--- src/rtl/aftab_seq_tcl_pkg.sv ---
// aftab_seq_tcl_pkg: shared modes, FSM states and slice-geometry helpers
package aftab_seq_tcl_pkg;
  localparam logic [1:0] TCL_PASS = 2'b00;
  localparam logic [1:0] TCL_NEG = 2'b01;
  localparam logic [1:0] TCL_ABS = 2'b10;
  typedef enum logic [1:0] {IDLE, RUN, DONE} state_t;
  function automatic int nsl(input int size, input int slice);
    return (size + slice - 1) / slice;
  endfunction
  function automatic int last_w(input int size, input int slice);
    return size - (nsl(size, slice) - 1) * slice;
  endfunction
endpackage

--- src/rtl/aftab_seq_tcl_if.sv ---
// aftab_seq_tcl_if: start/done handshake and operand/result bundle
interface aftab_seq_tcl_if #(parameter int SIZE = 33);
  logic start;
  logic abort;
  logic [1:0] mode;
  logic [SIZE-1:0] operand;
  logic [SIZE-1:0] result;
  logic busy;
  logic done;
  logic sign_out;
  logic overflow;
  modport master(output start, abort, mode, operand, input result, busy, done, sign_out, overflow);
  modport slave(input start, abort, mode, operand, output result, busy, done, sign_out, overflow);
endinterface

--- src/rtl/aftab_seq_tcl_slice.sv ---
// aftab_tcl_slice: one slice of a conditional invert-and-increment
module aftab_tcl_slice #(parameter int W = 8) (
  input  logic [W-1:0] in,
  input  logic         inv,
  input  logic         cin,
  output logic [W-1:0] out,
  output logic         cout
);
  assign {cout, out} = {1'b0, inv ? ~in : in} + (W+1)'(cin);
endmodule

--- src/rtl/aftab_seq_tcl.sv ---
// aftab_seq_tcl: sliced multi-cycle pass/negate/abs two's-complement unit
module aftab_seq_tcl
  import aftab_seq_tcl_pkg::*;
#(
  parameter int SIZE = 33,
  parameter int SLICE = 8
) (
  input logic clk,
  input logic rst_n,
  aftab_seq_tcl_if.slave bus
);
  localparam int NSL = nsl(SIZE, SLICE);
  localparam int LW = last_w(SIZE, SLICE);
  localparam int PW = NSL * SLICE;
  localparam int CW = NSL > 1 ? $clog2(NSL) : 1;
  localparam logic [SIZE-1:0] MOST_NEG = {1'b1, {(SIZE-1){1'b0}}};
  state_t state, state_d;
  logic [SIZE-1:0] op, result;
  logic [CW-1:0] cnt;
  logic carry, sign_out, overflow, accept, last, neg_in, cout;
  logic [SLICE-1:0] op_slice, sum, mask;
  logic [PW-1:0] op_pad, res_pad;
  int sh;
  aftab_tcl_slice #(.W(SLICE)) u_slice (
    .in(op_slice),
    .inv(sign_out),
    .cin(carry),
    .out(sum),
    .cout(cout)
  );
  // select the current slice and merge its sum into the result; the last slice is masked to its real width
  always_comb begin
    accept = state != RUN && bus.start;
    last = cnt == CW'(NSL - 1);
    neg_in = bus.mode == TCL_NEG || (bus.mode == TCL_ABS && bus.operand[SIZE-1]);
    sh = int'(cnt) * SLICE;
    op_pad = PW'(op);
    op_slice = SLICE'(op_pad >> sh);
    mask = last ? SLICE'({LW{1'b1}}) : '1;
    res_pad = PW'(result);
    res_pad = (res_pad & ~(PW'(mask) << sh)) | (PW'(sum & mask) << sh);
  end
  // next state: abort beats completion on the last slice
  always_comb begin
    state_d = state == RUN ? (bus.abort ? IDLE : last ? DONE : RUN) : (bus.start ? RUN : IDLE);
  end
  // state register
  always_ff @(posedge clk or negedge rst_n) begin
    if (!rst_n) state <= IDLE;
    else state <= state_d;
  end
  // capture on start, then ripple one slice per clock through the carry register
  always_ff @(posedge clk or negedge rst_n) begin
    if (!rst_n) begin
      op <= '0;
      result <= '0;
      cnt <= '0;
      carry <= 1'b0;
      sign_out <= 1'b0;
      overflow <= 1'b0;
    end else if (accept) begin
      op <= bus.operand;
      carry <= neg_in;
      cnt <= '0;
      sign_out <= neg_in;
      overflow <= neg_in && bus.operand == MOST_NEG;
    end else if (state == RUN && !bus.abort) begin
      result <= SIZE'(res_pad);
      carry <= cout;
      cnt <= cnt + 1'b1;
    end
  end
  assign bus.result = result;
  assign bus.busy = state == RUN;
  assign bus.done = state == DONE;
  assign bus.sign_out = sign_out;
  assign bus.overflow = overflow;
endmodule

--- src/flat_wrapper.sv ---
// flat-port wrapper written by rule: the top's interface ports become plain ports
module aftab_seq_tcl_flat import aftab_seq_tcl_pkg::*;
#(
  parameter int SIZE = 33,
  parameter int SLICE = 8
)
  (clk, rst_n, bus_start, bus_abort, bus_mode, bus_operand, bus_result, bus_busy, bus_done, bus_sign_out, bus_overflow);
  aftab_seq_tcl_if #(.SIZE(SIZE)) bus_i ();
  input logic clk;
  input logic rst_n;
  input wire logic [$bits(bus_i.start)-1:0] bus_start;
  input wire logic [$bits(bus_i.abort)-1:0] bus_abort;
  input wire logic [$bits(bus_i.mode)-1:0] bus_mode;
  input wire logic [$bits(bus_i.operand)-1:0] bus_operand;
  output wire logic [$bits(bus_i.result)-1:0] bus_result;
  output wire logic [$bits(bus_i.busy)-1:0] bus_busy;
  output wire logic [$bits(bus_i.done)-1:0] bus_done;
  output wire logic [$bits(bus_i.sign_out)-1:0] bus_sign_out;
  output wire logic [$bits(bus_i.overflow)-1:0] bus_overflow;
  assign bus_i.start = bus_start;
  assign bus_i.abort = bus_abort;
  assign bus_i.mode = bus_mode;
  assign bus_i.operand = bus_operand;
  assign bus_result = bus_i.result;
  assign bus_busy = bus_i.busy;
  assign bus_done = bus_i.done;
  assign bus_sign_out = bus_i.sign_out;
  assign bus_overflow = bus_i.overflow;
  aftab_seq_tcl #(.SIZE(SIZE), .SLICE(SLICE)) u_core (.clk(clk), .rst_n(rst_n), .bus(bus_i));
endmodule
--- config.mk ---
export PLATFORM = sky130hd
export DESIGN_NAME = aftab_seq_tcl_flat
export DESIGN_NICKNAME = d
export VERILOG_FILES = /design/src/rtl/aftab_seq_tcl_pkg.sv /design/src/rtl/aftab_seq_tcl_if.sv /design/src/rtl/aftab_seq_tcl_slice.sv /design/src/rtl/aftab_seq_tcl.sv /design/src/flat_wrapper.sv
export SDC_FILE = /design/constraint.sdc
export NUM_CORES = 1
export LEC_CHECK = 0
export ABC_AREA = 1
export BUFFER_PORTS_ARGS = -buffer_cell sky130_fd_sc_hd__buf_4
export CORE_ASPECT_RATIO = 0.9
export CORE_MARGIN = 2
export CORE_UTILIZATION = 45
export CTS_BUF_LIST = sky130_fd_sc_hd__clkbuf_16
export DETAILED_ROUTE_END_ITERATION = 8
export PLACE_DENSITY = 0.73
export SYNTH_ARGS = -nofsm -noshare
export SYNTH_HDL_FRONTEND = slang
export SYNTH_SLANG_ARGS = --single-unit
--- constraint.sdc ---
create_clock -name clk -period 2.69 [get_ports clk]
set_input_delay 0.4035 -clock clk [delete_from_list [all_inputs] [get_ports clk]]
set_output_delay 0.4035 -clock clk [all_outputs]
set_load 0.005 [all_outputs]
Yosys cells after proc, flatten, opt, wreduce, memory -nomap -nowiden:

Index checks and enable logic that the tools add are counted.

* word-level logic and storage cells: 43
* register bits after elaboration: 74

* mux-type cells: 10
* reductions and logical operators: 8
* equality and inequality tests: 7
* shifts and indexed selects: 3
* add/subtract/negate cells: 2
* bitwise gates (word level): 6

Operators with widths (count)
* $shl A40 B6 Y33: 1
* $and A33 B33 Y33: 1
* $eq A33 B33 Y1 const B: 1
* $not A33 Y33: 1
* $or A33 B33 Y33: 1
* $shl A8 B6 Y33: 1
* $shr A33 B6 Y8: 1
* $mux W8: 2
* $add A8 B1 Y9: 1
* $and A8 B8 Y8: 1
* $not A8 Y8: 1
* $mux W2: 3
* $mux W3: 2
* $eq A2 B1 Y1 const B: 2
* $eq A2 B2 Y1 const B: 2
* $logic_and A1 B1 Y1: 4
* $add A3 B1 Y3 const B: 1
* $eq A3 B3 Y1 const B: 1
* $mux W1: 3
* $ne A2 B1 Y1 const B: 1
* $reduce_and A2 Y1: 1
* $reduce_bool A2 Y1: 1
* $logic_not A1 Y1: 1
* $logic_or A1 B1 Y1: 1
* $not A1 Y1: 1

Logic depth before layout (Yosys ltp):

Gate-level depths: netlist (run 1).

* depth in word-level cells: 7
* depth in mapped cells: 16

Hierarchy:

Synthesis (run 1) repeated with hierarchy kept, for this count alone.

* cell total of the unflattened synthesis: 512
* area total of the unflattened synthesis: 3878.7 um^2

Modules (own cells, without submodules)
* aftab_seq_tcl: cells each 453, area an instance 3478.3 um^2, times used 1, sequential area each 1851.8 um^2
* aftab_tcl_slice: cells each 59, area an instance 400.4 um^2, times used 1, sequential area each 0.0 um^2

Least setup slack after synthesis (run 1):

No wires, ideal clock.

* kind: register to register
* start point: reg u_core.cnt[0]
* end point: reg u_core.result[6], in the netlist u_core.bus.result[6]
* arrival: 1.930 ns
* clock period less this slack: 2.003 ns
* cell stages (with the launch flop): 16
* path slack: 0.687 ns
* path through: dfrtp_1 > buf_2 > nor2_1 > nor2_1 > o21ai_0 > a31oi_1 > xor2_1 > inv_1 > ha_1 > nand3_4 > inv_2 > nand2_1 > nor2_1 > nor2_1 > nand2_2 > a21oi_2

* word-level cells in the longest chain between the ends: 7

RTL lines
* start, declared: RTL line aftab_seq_tcl.sv:19 `logic [CW-1:0] cnt;`
* start signal, assigned: RTL line aftab_seq_tcl.sv:70 `cnt <= cnt + 1'b1;`
* $shr A33 B6 Y8: RTL line aftab_seq_tcl.sv:38 `op_slice = SLICE'(op_pad >> sh);`
* $not A8 Y8: RTL line aftab_seq_tcl_slice.sv:9 `assign {cout, out} = {1'b0, inv ? ~in : in} + (W+1)'(cin);`
* $mux W8: RTL line aftab_seq_tcl_slice.sv:9
* $add A8 B1 Y9: RTL line aftab_seq_tcl_slice.sv:9
* $and A8 B8 Y8: RTL line aftab_seq_tcl.sv:41 `res_pad = (res_pad & ~(PW'(mask) << sh)) | (PW'(sum & mask) << sh);`
* $shl A40 B6 Y33: RTL line aftab_seq_tcl.sv:41
* $or A33 B33 Y33 (*): RTL line aftab_seq_tcl.sv:41
* end signal, assigned: RTL line aftab_seq_tcl.sv:68 `result <= SIZE'(res_pad);`
* end, declared: RTL line aftab_seq_tcl.sv:18 `logic [SIZE-1:0] op, result;`

Every way passes the cells marked *; elsewhere a longest branch is shown, timed or not.
A chain may end at the register's enable or synchronous reset.

Final worst setup path (run 1):

* start point: reg u_core.cnt[1]
* end point: reg u_core.result[11], in the netlist u_core.bus.result[11]

The elaborated chain is that of the path after synthesis.

==> results.toml, run 1 <==
[timing]
setup_violations = 0
maxSlewViolCount = 0
clock_skew_ns = 0.00721
rsz0062_at_grt = "false"
tns_ns = 0
hold_viol = 0
setup_ws_ns = 0.204
worst_pin_slew_ns = 0.922
fmax_mhz = 402
layout_worst_path_cycle_share = 0.924
min_period_ns = 2.49
slew_headroom = 0.385

[setup_path]
startpoint_type = "flip-flop"
path_max_fanout = 16
crit_required_ns = 2.88
endpoint_kind = "flip-flop"
path_class = "flip-flop to flip-flop"
cp.arrival_ns = 2.68

[yosys]
syn_area_um2 = 3710
syn_area_per_cell_um2 = 7.80
seq_area_frac_synth = 0.500
syn_nets = 521
yosysWarnings = 0
synthDistinctLibCells = 30
synthFlopType = "dfrtp_1"
synth_edf_count = 0
syn_inst = 475
synthArstFlopShare = 1.00
synth_seq_cells = 74

[cts]
cts_buffer_depth = 2
clk_latency_ns = 0.34
cts_hold_buf = 0
htreeDepth = 3
cts_tree = "built"
cts_setup_buffers = 0
root_buffer = "clkbuf_16"
cts_buffers = 9
path_clk_slew_ns = 0.06
post_cts_resized = 0
cts_num_sinks = 74

[final_layout]
nFillCells = 731
area_delta_synth_final_pct = 25.4
design_area_um2 = 4650
regArea_um2 = 1850
nets = 592
diodes = 0
drive_gt1_frac = 0.207
final-instance-count-excl-fill = 650
multi_input_area_um2 = 1510

[floorplanning]
io_pins = 76
chipHeight_um = 90.1
initial_core_util = 0.462
die_w_um = 99.7
core-area_um2 = 8030
num_rows = 31
dieArea_um2 = 8980

[outcome]
status = "complete, no violations"

[detailed_routing]
drc = 0
first_pass_iters = 4
drt_iter0_markers = 203
ant_nets = 0
dr_total_vias = 3292
wirelength_um = 8730
routed_via_density = 5.06
wl_per_cell_um = 13.4

[global_routing]
grt_overflow = 0
grt_max_degree = 75
grt_pass1_vias = 3127
antenna_found_initial = 0
grt_pass1_wl_um = 14700
gr-usage-all-layers = 0.204

[place]
placed_area_um2 = 4330
portBuffers = 75
dp_hpwl_um = 6330
place_inst = 634
gp_congestion = 0.803
dpl_worst_slack_ns = 0.263

[worst_hold_path]
hold_path_class = "primary input to asynchronous set/reset pin"

[pwr]
power_w = 0.00551
leakage_nw = 2.47
powerDensity_nw_per_um2 = 1180
irDropWorstVdd_mv = 0.414

[flow_run]
drv_cap = 0
==> state kept, by name (all words and copies together) (netlist names) <==
name / count
u_core.carry: 1
u_core.cnt: 3
u_core.bus.sign_out: 1
u_core.bus.overflow: 1
u_core.state: 2
u_core.op: 33
u_core.bus.result: 33
==> metrics by stage <==
stage,hold slack [ns],utilization
floorplan,0.108,-
global placement,0.467,0.539
detailed placement,0.475,0.539
CTS,0.248,0.579
global route,0.295,0.579
finish,0.218,0.579
==> kinds of logic (layout without fill, tap and decap cells) <==
| kind of cell | after synthesis | count (layout) | synth area share |
|---|---|---|---|
| AOI/OAI and AO/OA | 83 | 83 | 0.120 |
| adders and majority gates | 7 | 7 | 0.0236 |
| and+or+nand+nor | 223 | 223 | 0.258 |
| DFF | 74 | 74 | 0.500 |
| buffers and inverters | 86 | 162 | 0.0942 |
| xor gates and xnor gates | 2 | 2 | 0.00473 |
==> worst max-delay path, stage by stage (launching register included) <==
cell,delay [ns]
dfrtp_1,0.66
inv_2,0.21
nor2_1,0.13
o21ai_0,0.09
a31oi_1,0.22
xor2_1,0.15
inv_1,0.07
ha_1,0.20
nand3_1,0.13
nor2_1,0.07
o21ai_1,0.30
o21ai_1,0.10
==> layout make-up <==
type	instances	share of cell area
Clock buffer	9	0.0485
Clock inverter	7	0.0202
Multi-Input combinational cell	315	0.324
Sequential cell	74	0.398
Tap cell	99	0.0266
Inverter	66	0.0533
Timing Repair Buffer	80	0.129
==> where the power goes <==
group	switching [W]	internal [W]
sequential	0.000308	0.00153
clock	0.000475	0.000810
combinational	0.00146	0.000916
total	0.00225	0.00326
==> metal layers <==
| metal | vias up | global-route usage | routed length (um) |
|---|---|---|---|
| met4 | 0 | 0.0799 | 131 |
| met1 | 1514 | 0.287 | 4180 |
| li1 | 1652 | - | - |
| met3 | 15 | 0.0389 | 445 |
| met2 | 111 | 0.313 | 3970 |
| met5 | - | 0 | 0 |
==> synth_stat cells (3+ instances only) <==
cell type,number,area share
nor2_1,25,0.025
clkbuf_1,9,0.0091
nor3_1,3,0.0041
nand4_1,7,0.012
o21ai_2,3,0.0071
nand2_1,143,0.14
o21ai_1,17,0.023
buf_2,6,0.0081
a21oi_1,5,0.0068
inv_1,60,0.061
nand2_2,4,0.0068
inv_2,5,0.0051
dfrtp_1,74,0.50
o31ai_1,4,0.0081
nand3_2,3,0.0081
o21ai_0,51,0.069
ha_1,7,0.024
buf_4,3,0.0061
nand3_1,33,0.045
==> placed cells by master, fill, tap and decap left out, types with 2 or more instances in the layout <==
master / instances
inv_1: 60
xor2_1: 2
nor3_1: 3
nand3_1: 33
inv_2: 5
o21ai_2: 3
clkinv_1: 2
clkinv_4: 2
nand4_1: 7
bufinv_16: 2
nand2_1: 143
dfrtp_1: 74
nand2_2: 4
buf_4: 80
a21oi_1: 5
nor2_1: 25
nand3_2: 3
ha_1: 7
nor4_1: 2
o21ai_1: 17
clkbuf_16: 9
o21ai_0: 51
o31ai_1: 4
==> path summary, 6_finish.rpt <==
| path | slack, ns | depth (start not counted) | endpoint | from |
|---|---|---|---|---|
| setup / recovery | 0.20 | 11 | u_core.bus.result[11]$_DFFE_PN0P_ | u_core.cnt[1]$_DFFE_PN0P_ |
| max in group asynchronous | 1.89 | 1 | u_core.op[8]$_DFFE_PN0P_ | rst_n |
| min in group clk | 0.29 | 3 | u_core.op[12]$_DFFE_PN0P_ | bus_operand[12] |
| hold / removal | 0.22 | 1 | u_core.bus.result[25]$_DFFE_PN0P_ | rst_n |
| hold reg to reg | 0.49 | 2 | u_core.op[15]$_DFFE_PN0P_ | u_core.op[15]$_DFFE_PN0P_ |
| setup reg to reg | 0.20 | 11 | u_core.bus.result[11]$_DFFE_PN0P_ | u_core.cnt[1]$_DFFE_PN0P_ |
(Power assumes the default switching activity.)
==> run 2, diff against run 1 <==
==> constraint.sdc (replaced) <==
create_clock -name clk -period 2.69 [get_ports clk]
set_input_delay 0.538 -clock clk [delete_from_list [all_inputs] [get_ports clk]]
set_output_delay 0.538 -clock clk [all_outputs]
set_load 0.005 [all_outputs]
==> results.toml, run 2 (same netlist as run 1, synthesis figures left out) <==
[place]
placed_area_um2 = 4310
portBuffers = 75
dp_hpwl_um = 6170
gp_congestion = 0.802

[setup_path]
path_class = "flip-flop to flip-flop"
path_max_fanout = 21
startpoint_type = "flip-flop"
cp.arrival_ns = 2.62
path_buf_inv = 3
endpoint_kind = "flip-flop"
path_cells = "inv_2, o21ai_0, a31oi_1, xor2_1, inv_1, ha_1, nand3_4, inv_2, nand2_1, nor2_1, nor2_1, nand2_2, o21ai_2"
cpMaxStageDelayCell = "dfrtp_1"
crit_required_ns = 2.93
crit_family = "flip-flops"
max_stage_delay_ns = 0.50

[timing]
hold_viol = 0
setup_violations = 0
clock_skew_ns = 0.00358
layout_worst_path_cycle_share = 0.882
min_period_ns = 2.37
slew_headroom = 0.404
tns_ns = 0
worst_pin_slew_ns = 0.895
rsz0062_at_grt = "false"
fmax_mhz = 422
maxSlewViolCount = 0

[global_routing]
grt_overflow = 0
antenna_found_initial = 0
grt_pass1_vias = 3087
gr-usage-all-layers = 0.201
grt_max_degree = 75
grt_pass1_wl_um = 14600

[outcome]
status = "complete, no violations"

[cts]
clk_latency_ns = 0.33
cts_num_sinks = 74
cts_hold_buf = 0
htreeDepth = 3
cts_tree = "built"
post_cts_resized = 0
root_buffer = "clkbuf_16"
path_clk_slew_ns = 0.05
cts_buffer_depth = 2
cts_setup_buffers = 0
cts_buffers = 9

[final_layout]
final_cell_mix = "nand2_1 (143), buf_4 (78), dfrtp_1 (73)"
diodes = 0
final_common_cell = "nand2_1"
area_delta_synth_final_pct = 24.8
largestRegisters = "u_core.bus.result x33, u_core.op x33, u_core.cnt x3"
nets = 590
drive_gt1_frac = 0.204
design_area_um2 = 4630

[floorplanning]
dieArea_um2 = 8980
initial_core_util = 0.462
io_pins = 76
die_w_um = 99.7
chipHeight_um = 90.1
num_rows = 31
core-area_um2 = 8030

[worst_hold_path]
hold_path_class = "primary input to asynchronous set/reset pin"

[flow_run]
drv_cap = 0

[pwr]
irDropWorstVdd_mv = 0.451
power_frac_comb = 0.435
leakage_nw = 2.46
p_int_w = 0.00325
powerDensity_nw_per_um2 = 1180
power_frac_clock = 0.229
pwr-share-seq = 0.336
p_sw_frac = 0.404
power.switching_w = 0.00220

[detailed_routing]
routed_via_density = 5.03
ant_nets = 0
first_pass_iters = 4
drc = 0
wl_per_cell_um = 13.2
wirelength_um = 8530
drt_iter0_markers = 168
dr_total_vias = 3259
-- run 2: metal layers --
layer / share of wire / global-route usage / vias to the layer above
met5: 0 / 0 / -
met4: 0.013 / 0.0445 / 0
met3: 0.047 / 0.0544 / 10
met2: 0.47 / 0.320 / 87
met1: 0.47 / 0.275 / 1509
li1: - / - / 1653
-- run 2: worst reg2reg max path: cells and delay by family, from the launching register on --
family                   cells  cell delay, ns
XOR/XNOR                     1            0.16
flip-flops                   1            0.50
buffers and inverters        3            0.43
AO/OA/AOI/OAI                3            0.51
adder cells (fa/ha/maj)      1            0.21
AND/OR/NAND/NOR              5            0.48
-- run 2: path summary, 6_finish.rpt --
kind	start	to	slack (ns)	cells after the start
worst min register to register	u_core.op[8]$_DFFE_PN0P_	u_core.op[8]$_DFFE_PN0P_	0.48	2
min in group clk	bus_operand[5]	u_core.op[5]$_DFFE_PN0P_	0.42	3
worst min-delay path	rst_n	u_core.bus.result[25]$_DFFE_PN0P_	0.33	1
worst max register to register	u_core.cnt[0]$_DFFE_PN0P_	u_core.bus.result[22]$_DFFE_PN0P_	0.32	13
worst max-delay path	u_core.cnt[0]$_DFFE_PN0P_	u_core.bus.result[22]$_DFFE_PN0P_	0.32	13
max in group asynchronous	rst_n	u_core.cnt[1]$_DFFE_PN0P_	1.73	1
-- run 2: through the flow --
| step | hold WS (ns) | util | power [W] | cells | setup slack (ns) |
|---|---|---|---|---|---|
| floorplan | 0.242 | - | 0.00341 | 475 | 0.687 |
| global placement | 0.466 | 0.537 | 0.00413 | 632 | 0.401 |
| detailed placement | 0.469 | 0.537 | 0.00420 | 632 | 0.289 |
| CTS | 0.383 | 0.576 | 0.00547 | 648 | 0.253 |
| global route | 0.431 | 0.576 | 0.00591 | 648 | 0.0592 |
| finish | 0.332 | 0.576 | 0.00545 | 648 | 0.318 |
-- run 2: final cells by class --
type                       count  area (um2)
multi-input combinational    315        1510
tap                           99         124
fill                         772        3400
sequential                    74        1850
clock buffer                   9         225
inverter                      66         248
timing repair buffer          78         586
clock inverter                 7        85.1
-- run 2: power by group through the flow --
| stage | Sequential [W] | Combinational [W] | Clock (W) |
|---|---|---|---|
| detailed placement | 0.00184 | 0.00236 | 0 |
| floorplan | 0.00176 | 0.00164 | 0 |
| CTS | 0.00183 | 0.00238 | 0.00126 |
| global route | 0.00189 | 0.00272 | 0.00130 |
| finish | 0.00183 | 0.00237 | 0.00125 |
| global placement | 0.00183 | 0.00230 | 0 |
